### src/rtl/shift_add_square.sv
`default_nettype none
// ============================================================================
// Module      : shift_add_square (with helper cla_16)
// Description : Sequential 16-bit squarer for the threshold-cutter energy
//               path. Accepts one sample over a valid/ready handshake, squares
//               it with 16 shift-and-add iterations through a single 16-bit
//               carry-lookahead adder, then holds the 32-bit result on a
//               second valid/ready handshake until it is taken.
// Ports       : clk       in   1   rising-edge clock
//               rst_n     in   1   asynchronous active-low reset
//               in_valid  in   1   sample available
//               in_ready  out  1   block can accept a sample (IDLE only)
//               in_data   in  16   sample
//               out_valid out  1   result available
//               out_ready in   1   downstream accepts result
//               out_data  out 32   unsigned square of in_data
// Config      : SQUARE_SIGNED_IN_EN defined   -> in_data is two's complement,
//                                                its magnitude is squared
//               SQUARE_SIGNED_IN_EN undefined -> in_data is unsigned
// Revision    : 1.0  initial release
// ============================================================================

// 16-bit carry-lookahead adder: four 4-bit lookahead groups joined by a
// second lookahead level. g_out is the group generate of the whole word, so
// it is the carry-out whenever c_in is 0.
module cla_16 (
    input  logic [15:0] a,
    input  logic [15:0] b,
    input  logic        c_in,
    output logic [15:0] s,
    output logic        g_out
);
    logic [15:0] g;
    logic [15:0] p;
    logic [15:0] c;
    logic [3:0]  grp_g;
    logic [3:0]  grp_p;
    logic [3:0]  grp_c;

    assign g = a & b;
    assign p = a ^ b;

    // Second-level lookahead: carry into each 4-bit group.
    assign grp_c[0] = c_in;
    assign grp_c[1] = grp_g[0] | (grp_p[0] & c_in);
    assign grp_c[2] = grp_g[1] | (grp_p[1] & grp_g[0]) | (grp_p[1] & grp_p[0] & c_in);
    assign grp_c[3] = grp_g[2] | (grp_p[2] & grp_g[1]) | (grp_p[2] & grp_p[1] & grp_g[0])
                    | (grp_p[2] & grp_p[1] & grp_p[0] & c_in);
    assign g_out    = grp_g[3] | (grp_p[3] & grp_g[2]) | (grp_p[3] & grp_p[2] & grp_g[1])
                    | (grp_p[3] & grp_p[2] & grp_p[1] & grp_g[0]);

    generate
        for (genvar k = 0; k < 4; k++) begin : g_grp
            localparam int B = 4 * k;
            assign c[B]     = grp_c[k];
            assign c[B + 1] = g[B] | (p[B] & grp_c[k]);
            assign c[B + 2] = g[B + 1] | (p[B + 1] & g[B]) | (p[B + 1] & p[B] & grp_c[k]);
            assign c[B + 3] = g[B + 2] | (p[B + 2] & g[B + 1]) | (p[B + 2] & p[B + 1] & g[B])
                            | (p[B + 2] & p[B + 1] & p[B] & grp_c[k]);
            assign grp_g[k] = g[B + 3] | (p[B + 3] & g[B + 2]) | (p[B + 3] & p[B + 2] & g[B + 1])
                            | (p[B + 3] & p[B + 2] & p[B + 1] & g[B]);
            assign grp_p[k] = &p[B + 3:B];
        end
    endgenerate

    assign s = p ^ c;
endmodule

module shift_add_square (
    input  logic        clk,
    input  logic        rst_n,
    input  logic        in_valid,
    output logic        in_ready,
    input  logic [15:0] in_data,
    output logic        out_valid,
    input  logic        out_ready,
    output logic [31:0] out_data
);
    localparam logic [1:0] IDLE = 2'd0;
    localparam logic [1:0] RUN  = 2'd1;
    localparam logic [1:0] DONE = 2'd2;

    logic [1:0]  state;
    logic [15:0] m_reg;
    logic [15:0] acc;
    logic [15:0] q_reg;
    logic [4:0]  cnt;
    logic [15:0] sum;
    logic        carry;
    logic [15:0] mag;

`ifdef SQUARE_SIGNED_IN_EN
    // 16-bit negate: -32768 maps to 0x8000, which is its exact magnitude.
    assign mag = in_data[15] ? (~in_data + 16'd1) : in_data;
`else
    assign mag = in_data;
`endif

    cla_16 u_cla (
        .a     (acc),
        .b     (m_reg),
        .c_in  (1'b0),
        .s     (sum),
        .g_out (carry)
    );

    // Handshake outputs are pure state decodes: no input-to-output path.
    assign in_ready  = (state == IDLE);
    assign out_valid = (state == DONE);
    assign out_data  = {acc, q_reg};

    always_ff @(posedge clk or negedge rst_n) begin
        if (!rst_n) begin
            state <= IDLE;
            m_reg <= 16'd0;
            acc   <= 16'd0;
            q_reg <= 16'd0;
            cnt   <= 5'd0;
        end else begin
            case (state)
                IDLE: begin
                    if (in_valid) begin
                        m_reg <= mag;
                        q_reg <= mag;
                        acc   <= 16'd0;
                        cnt   <= 5'd0;
                        state <= RUN;
                    end
                end
                RUN: begin
                    // {carry, A, Q} >> 1, where A is either the adder sum or
                    // the unchanged accumulator depending on the multiplier LSB.
                    if (q_reg[0]) begin
                        acc   <= {carry, sum[15:1]};
                        q_reg <= {sum[0], q_reg[15:1]};
                    end else begin
                        acc   <= {1'b0, acc[15:1]};
                        q_reg <= {acc[0], q_reg[15:1]};
                    end
                    cnt <= cnt + 5'd1;
                    if (cnt == 5'd15) begin
                        state <= DONE;
                    end
                end
                DONE: begin
                    if (out_ready) begin
                        state <= IDLE;
                    end
                end
                default: state <= IDLE;
            endcase
        end
    end
endmodule

`default_nettype wire

### config.mk
export PLATFORM = sky130hd
export DESIGN_NAME = shift_add_square
export DESIGN_NICKNAME = d
export VERILOG_FILES = /design/src/rtl/shift_add_square.sv
export SDC_FILE = /design/constraint.sdc
export NUM_CORES = 1
export LEC_CHECK = 0
export ABC_CLOCK_PERIOD_IN_PS = 3100
export BUFFER_PORTS_ARGS = -buffer_cell sky130_fd_sc_hd__buf_4
export CAP_MARGIN = 15
export CORE_ASPECT_RATIO = 2
export CORE_UTILIZATION = 56
export CTS_CLUSTER_SIZE = 8
export DETAILED_ROUTE_END_ITERATION = 8
export GPL_TIMING_DRIVEN = 0
export PLACE_DENSITY = 0.79
export SLEW_MARGIN = 20
export SYNTH_ARGS = -nofsm -noshare
export SYNTH_HDL_FRONTEND = slang
export SYNTH_SLANG_ARGS = --single-unit
export TNS_END_PERCENT = 1
### constraint.sdc
create_clock -name clk -period 3.1 [get_ports clk]
set_input_delay 0.62 -clock clk [delete_from_list [all_inputs] [get_ports clk]]
set_output_delay 0.62 -clock clk [all_outputs]
set_load 0.03 [all_outputs]
---- After elaboration in Yosys (flattened, before gate mapping) ----
Cells that the tools add are included.
word-level totals
  register bits after elaboration ......... 55
  input port bits ......................... 20
  output and inout port bits .............. 34
  word-level logic and storage cells ...... 134
cells by class
  $add $sub $neg .......................... 1
  eq/ne operators ......................... 6
  multiplexer cells ....................... 12
  bitwise logic cells ..................... 102
  reductions and logical operators ........ 8
operators by type and width
  cell                                           count
  2-to-1 mux 16 bit                              4
  one-hot mux 16 bit (2 select lines)            2
  bitwise AND 1 bit                              60
  OR 1 bit                                       39
  bitwise XOR 16 bit                             2
  bitwise AND 16 bit                             1
  AND reduction 4 bit                            3
  one-hot mux 5 bit (2 select lines)             1
  2-to-1 mux 2 bit                               3
  one-hot mux 2 bit (3 select lines)             1
  adder 5 x 1 -> 5 bit, second input constant    1
  == test 5 x 4 -> 1 bit, second input constant  1
  2-to-1 mux 5 bit                               1
  != test 2 bit, second input constant           2
  AND reduction 2 bit                            2
  AND reduction 3 bit                            1
  == test 2 x 1 -> 1 bit, second input constant  1
  == test 2 bit, second input constant           1
  zero test 2 bit                                1
  != test 2 x 1 -> 1 bit, second input constant  1
  nonzero test 2 bit                             1

---- Longest topological paths before layout ----
  depth after elaboration ................. 13
  mapped depth ............................ 10

---- By module ----
From an unflattened synthesis, not the netlist that was laid out.
second synthesis, totals
  cells, all modules ...................... 294
  area total of the unflattened synthesis .. 3066.7 µm²
modules (own cells, without submodules)
  module            times used  cells each  area an instance (µm²)  seq. area each (µm²)
  shift_add_square  1           209         2369.8                  1376.3
  cla_16            1           85          696.9                   0.0

---- Worst setup path after synthesis ----
Ideal clock, no wire load.
  path type ............................... register to register
  start ................................... reg acc[2]
  end ..................................... reg acc[11]
  setup time .............................. 0.083 ns
  arrival time ............................ 2.579 ns
  required time ........................... 3.017 ns
  slack ................................... 0.438 ns
  cell stages (with the launch flop) ...... 10
  period minus slack after synthesis ...... 2.662 ns
  path through ............................ dfrtp_1 > ha_1 > a41o_1 > a21oi_2 > o21ai_4 > a31oi_4 > nor2b_4 > fa_1 > mux2_2 > o21ai_0
between the ends
  cells in the longest elaborated chain, start to end .. 10
RTL lines
  what                                                             RTL line  text
  start: declaration                                               85        logic [15:0] acc;
  start signal: assignment                                         134       acc <= {carry, sum[15:1]};
  start signal: assignment                                         137       acc <= {1'b0, acc[15:1]};
  bitwise AND 16 bit / bitwise XOR 16 bit (equally long branches)  40, 41
  bitwise AND 1 bit, on equally long branches                      60, 61
  OR 1 bit, or another cell as far along                           60        assign grp_g[k] = g[B + 3] | (p[B + 3] & g[B + 2]) | (p[B + 3] & p[B + 2] & g[B + 1])
  OR 1 bit / bitwise AND 1 bit (equally long branches)             60, 61
  OR 1 bit (*)                                                     61        | (p[B + 3] & p[B + 2] & p[B + 1] & g[B]);
  bitwise AND 1 bit (*)                                            47        assign grp_c[3] = grp_g[2] | (grp_p[2] & grp_g[1]) | (grp_p[2] & grp_p[1] & grp_g[0])
  OR 1 bit (*)                                                     47
  bitwise XOR 16 bit (*)                                           66        assign s = p ^ c;
  2-to-1 mux 16 bit (*)                                            133       if (q_reg[0]) begin
  one-hot mux 16 bit (2 select lines) (*)                          120       case (state)
Mark *: on every way between the ends. The rest lies on a longest branch, timed or not.
A chain may end at the register's enable or synchronous reset.

---- Final worst setup path ----
Same ends and word-level chain as after synthesis.

==> reports/metrics.cfg <==
[clocking]
cts-root-buf=clkbuf_8
numCtsBuffers=5
insertion_delay_ps=320
cts_max_level=2
clk_path_buf_depth=2
cts.sinks=55
post-cts-setup-buffers=0
cts_resized=0
path_clk_slew_ps=100
hold_buffers=0
cts_tree=done

[floorplan]
num_rows=37
start_util_pct=58.6
die_y_um=106
fp.dieW_um=54.1
ios=54
die-area_sq_um=5750
coreArea_sq_um=5180

[final_layout]
area_delta_synth_final_pct=18.6
fillCellCount=443
stdcell_count=441
multi_input_area_sq_um=1550
final_nets=424
regArea_sq_um=1380
fin_area_sq_um=3610
insertedDiodeCount=0
drive_above_1_share_pct=20.1

[placed_design]
dp.cells=433
port_buffers=53
pre_cts_ws_ps=326
dp.final_hpwl_mm=5.44
place.gp.congestion=0.836
placed_area_sq_um=3510

[critical_path]
worstReg2RegEnd=acc[11]$_DFFE_PN0P_
end_kind=flop
path_cells=ha_1, a41o_1, a21oi_2, o21ai_4, a31oi_4, nor2b_4, fa_1, mux2_2, o21ai_0
timing.rr.start=acc[2]$_DFFE_PN0P_
slowest_stage=dfrtp_1
startpoint_type=flop
slowest_delay_ps=440
cp-startpoint=acc[2]$_DFFE_PN0P_
reg2reg_depth=9
crit_path_max_fanout=4
crit_required_ps=3340
critical_path_class=reg2reg
worstSetupEndpoint=acc[11]$_DFFE_PN0P_
r2r_setup_slack_ps=310
arrival_ps=3040

[global_routing]
grt_pass1_wl_mm=12.1
grt.total_usage_pct=29.0
grt_pass1_vias=2642
grt_antenna_before_repair=0
grt_start_max_net_pins=56
overflow=0

[yosys]
synth_fa_ha_area_share_pct=10.0
synth_nets=364
synth_area_sq_um=3040
netlist_instances=322
synth_area_per_cell_sq_um=9.44
synth_edf_count=0
async_flop_share_pct=100
ys_seq_area_share_pct=45.3
synth_top_family_by_area=simple AND/OR/NAND/NOR gates
yosys_warnings=0
synth-seq-cells=55
synth_compound_area_share_pct=16.6
muxShareOfSynthArea_pct=4.07
synth_flop_cell=dfrtp_1
synth-simple-area-share_pct=17.2
synthXorXnorAreaFrac_pct=2.88
synth_cell_type_count=45

[detailed_routing]
totalWireLength_mm=7.31
drtIter0Drc=59
via_count=2561
drc=0
ant_nets=0
vias_per_cell=5.81
dr.pass1.iters=5
routedWlPerCell_um=16.6

[outcome]
run_status=complete, no violations

[sta]
worst_pin_slew_ps=725
post-route-period-util_pct=90.1
timing.final.hold_violations=0
drv_slew=0
finalSetupTns_ps=0
rsz0062_at_grt=false
fin_skew_ps=5.10
fin_crit_ps=2790
clock.fmax_mhz=358
slew_headroom_pct=51.7
fin_ws_ps=305
setup_violations=0

[power_and_ir_drop]
power.density_nw_per_um2=1270
leakagePower_nw=1.79
finalPower_mw=4.58
vdd_drop_max_v=0.000937

[min_path]
hp-class=in2async

[flow_run]
maxCapViolCount=0

-- worst min path at each step --
| stage | end | cells after the start | slack, ps | from |
|---|---|---|---|---|
| floorplan | acc[0]$_DFFE_PN0P_ | 0 | 320 | rst_n |
| global route | cnt[1]$_DFFE_PN0P_ | 1 | 400 | rst_n |
| CTS | q_reg[1]$_DFFE_PN0P_ | 1 | 370 | rst_n |
| detailed placement | m_reg[15]$_DFFE_PN0P_ | 2 | 470 | m_reg[15]$_DFFE_PN0P_ |
| global placement | m_reg[13]$_DFFE_PN0P_ | 2 | 460 | m_reg[13]$_DFFE_PN0P_ |
| finish | cnt[1]$_DFFE_PN0P_ | 1 | 330 | rst_n |
-- power breakdown --
part,total [mW],leakage (nW),internal (mW),switching (mW)
sequential,1.36,0.678,1.07,0.290
clock,0.427,0.0484,0.184,0.243
combinational,2.79,1.06,1.14,1.65
total,4.58,1.79,2.40,2.18
-- kinds of logic (layout without fill, tap and decap cells) --
kind of cell	Yosys count	count (layout)
multiplexers	12	12
AO/OA/AOI/OAI	73	73
flip-flops	55	55
XOR/XNOR	10	10
buffers and inverters	31	92
adder cells (fa/ha/maj)	22	22
AND/OR/NAND/NOR	119	119
-- cells in the mapped netlist (2+ instances only) --
cell,instances,area [sq um]
buf_1,3,11.3
ha_1,18,225
mux2_2,3,33.8
a21o_1,5,37.5
a21oi_1,10,50.1
inv_1,14,52.6
dfrtp_1,55,1380
buf_2,2,10.0
o21ai_0,27,135
nand2b_1,2,12.5
and3_1,3,18.8
mux2i_1,9,90.1
fa_1,4,80.1
a21oi_2,3,26.3
a22oi_1,12,90.1
xnor2_1,8,70.1
nand3_1,20,100
nand2_1,78,293
nor3_1,2,10.0
nor2b_1,4,25.0
nor2_1,4,15.0
clkbuf_1,12,45.0
xor2_1,2,17.5
-- stage by stage --
step / hold WS (ps) / utilization [%]
global route: 398 / 69.5
finish: 333 / 69.5
floorplan: 324 / -
detailed placement: 471 / 67.7
CTS: 365 / 69.5
global placement: 462 / 67.7
-- per-layer routing --
| metal | vias to the layer above | GRT usage [%] | routed length, um |
|---|---|---|---|
| li1 | 1225 | - | - |
| met1 | 1261 | 35.3 | 2950 |
| met2 | 59 | 48.9 | 3930 |
| met3 | 16 | 5.01 | 269 |
| met4 | 0 | 11.2 | 165 |
| met5 | - | 0 | 0 |
-- area by class of cell --
class                           count  area share (%)
Clock inverter                      1           0.243
Timing Repair Buffer               53            11.0
Buffer                             17            1.84
Sequential cell                    55            38.2
Inverter                           14            1.46
Clock buffer                        7            2.39
Tap cell                           58            2.01
Multi-Input combinational cell    236            42.9
-- placed cells by master, fill, tap and decap left out, drive strengths merged, types with 2 or more instances in the layout --
master / Yosys / routed
mux2: 3 / 3
mux2i: 9 / 9
nor2: 5 / 5
xnor2: 8 / 8
clkbuf: 12 / 19
a21oi: 13 / 13
o31ai: 2 / 2
nand2: 78 / 78
ha: 18 / 18
o21ai: 28 / 28
nor2b: 5 / 5
buf: 5 / 58
a22oi: 12 / 12
dfrtp: 55 / 55
a31oi: 2 / 2
fa: 4 / 4
a21o: 5 / 5
nand3: 20 / 20
xor2: 2 / 2
nand2b: 2 / 2
and3: 3 / 3
nor3: 3 / 3
inv: 14 / 14
-- worst max-delay path: cells and delay by family (launching register included) --
kind | cells | cell delay, ps
AO/OA/AOI/OAI | 5 | 1030
adder cells (fa/ha/maj) | 2 | 780
flip-flops | 1 | 440
multiplexers | 1 | 260
AND/OR/NAND/NOR | 1 | 200
Power figures use the tool's default switching activity.
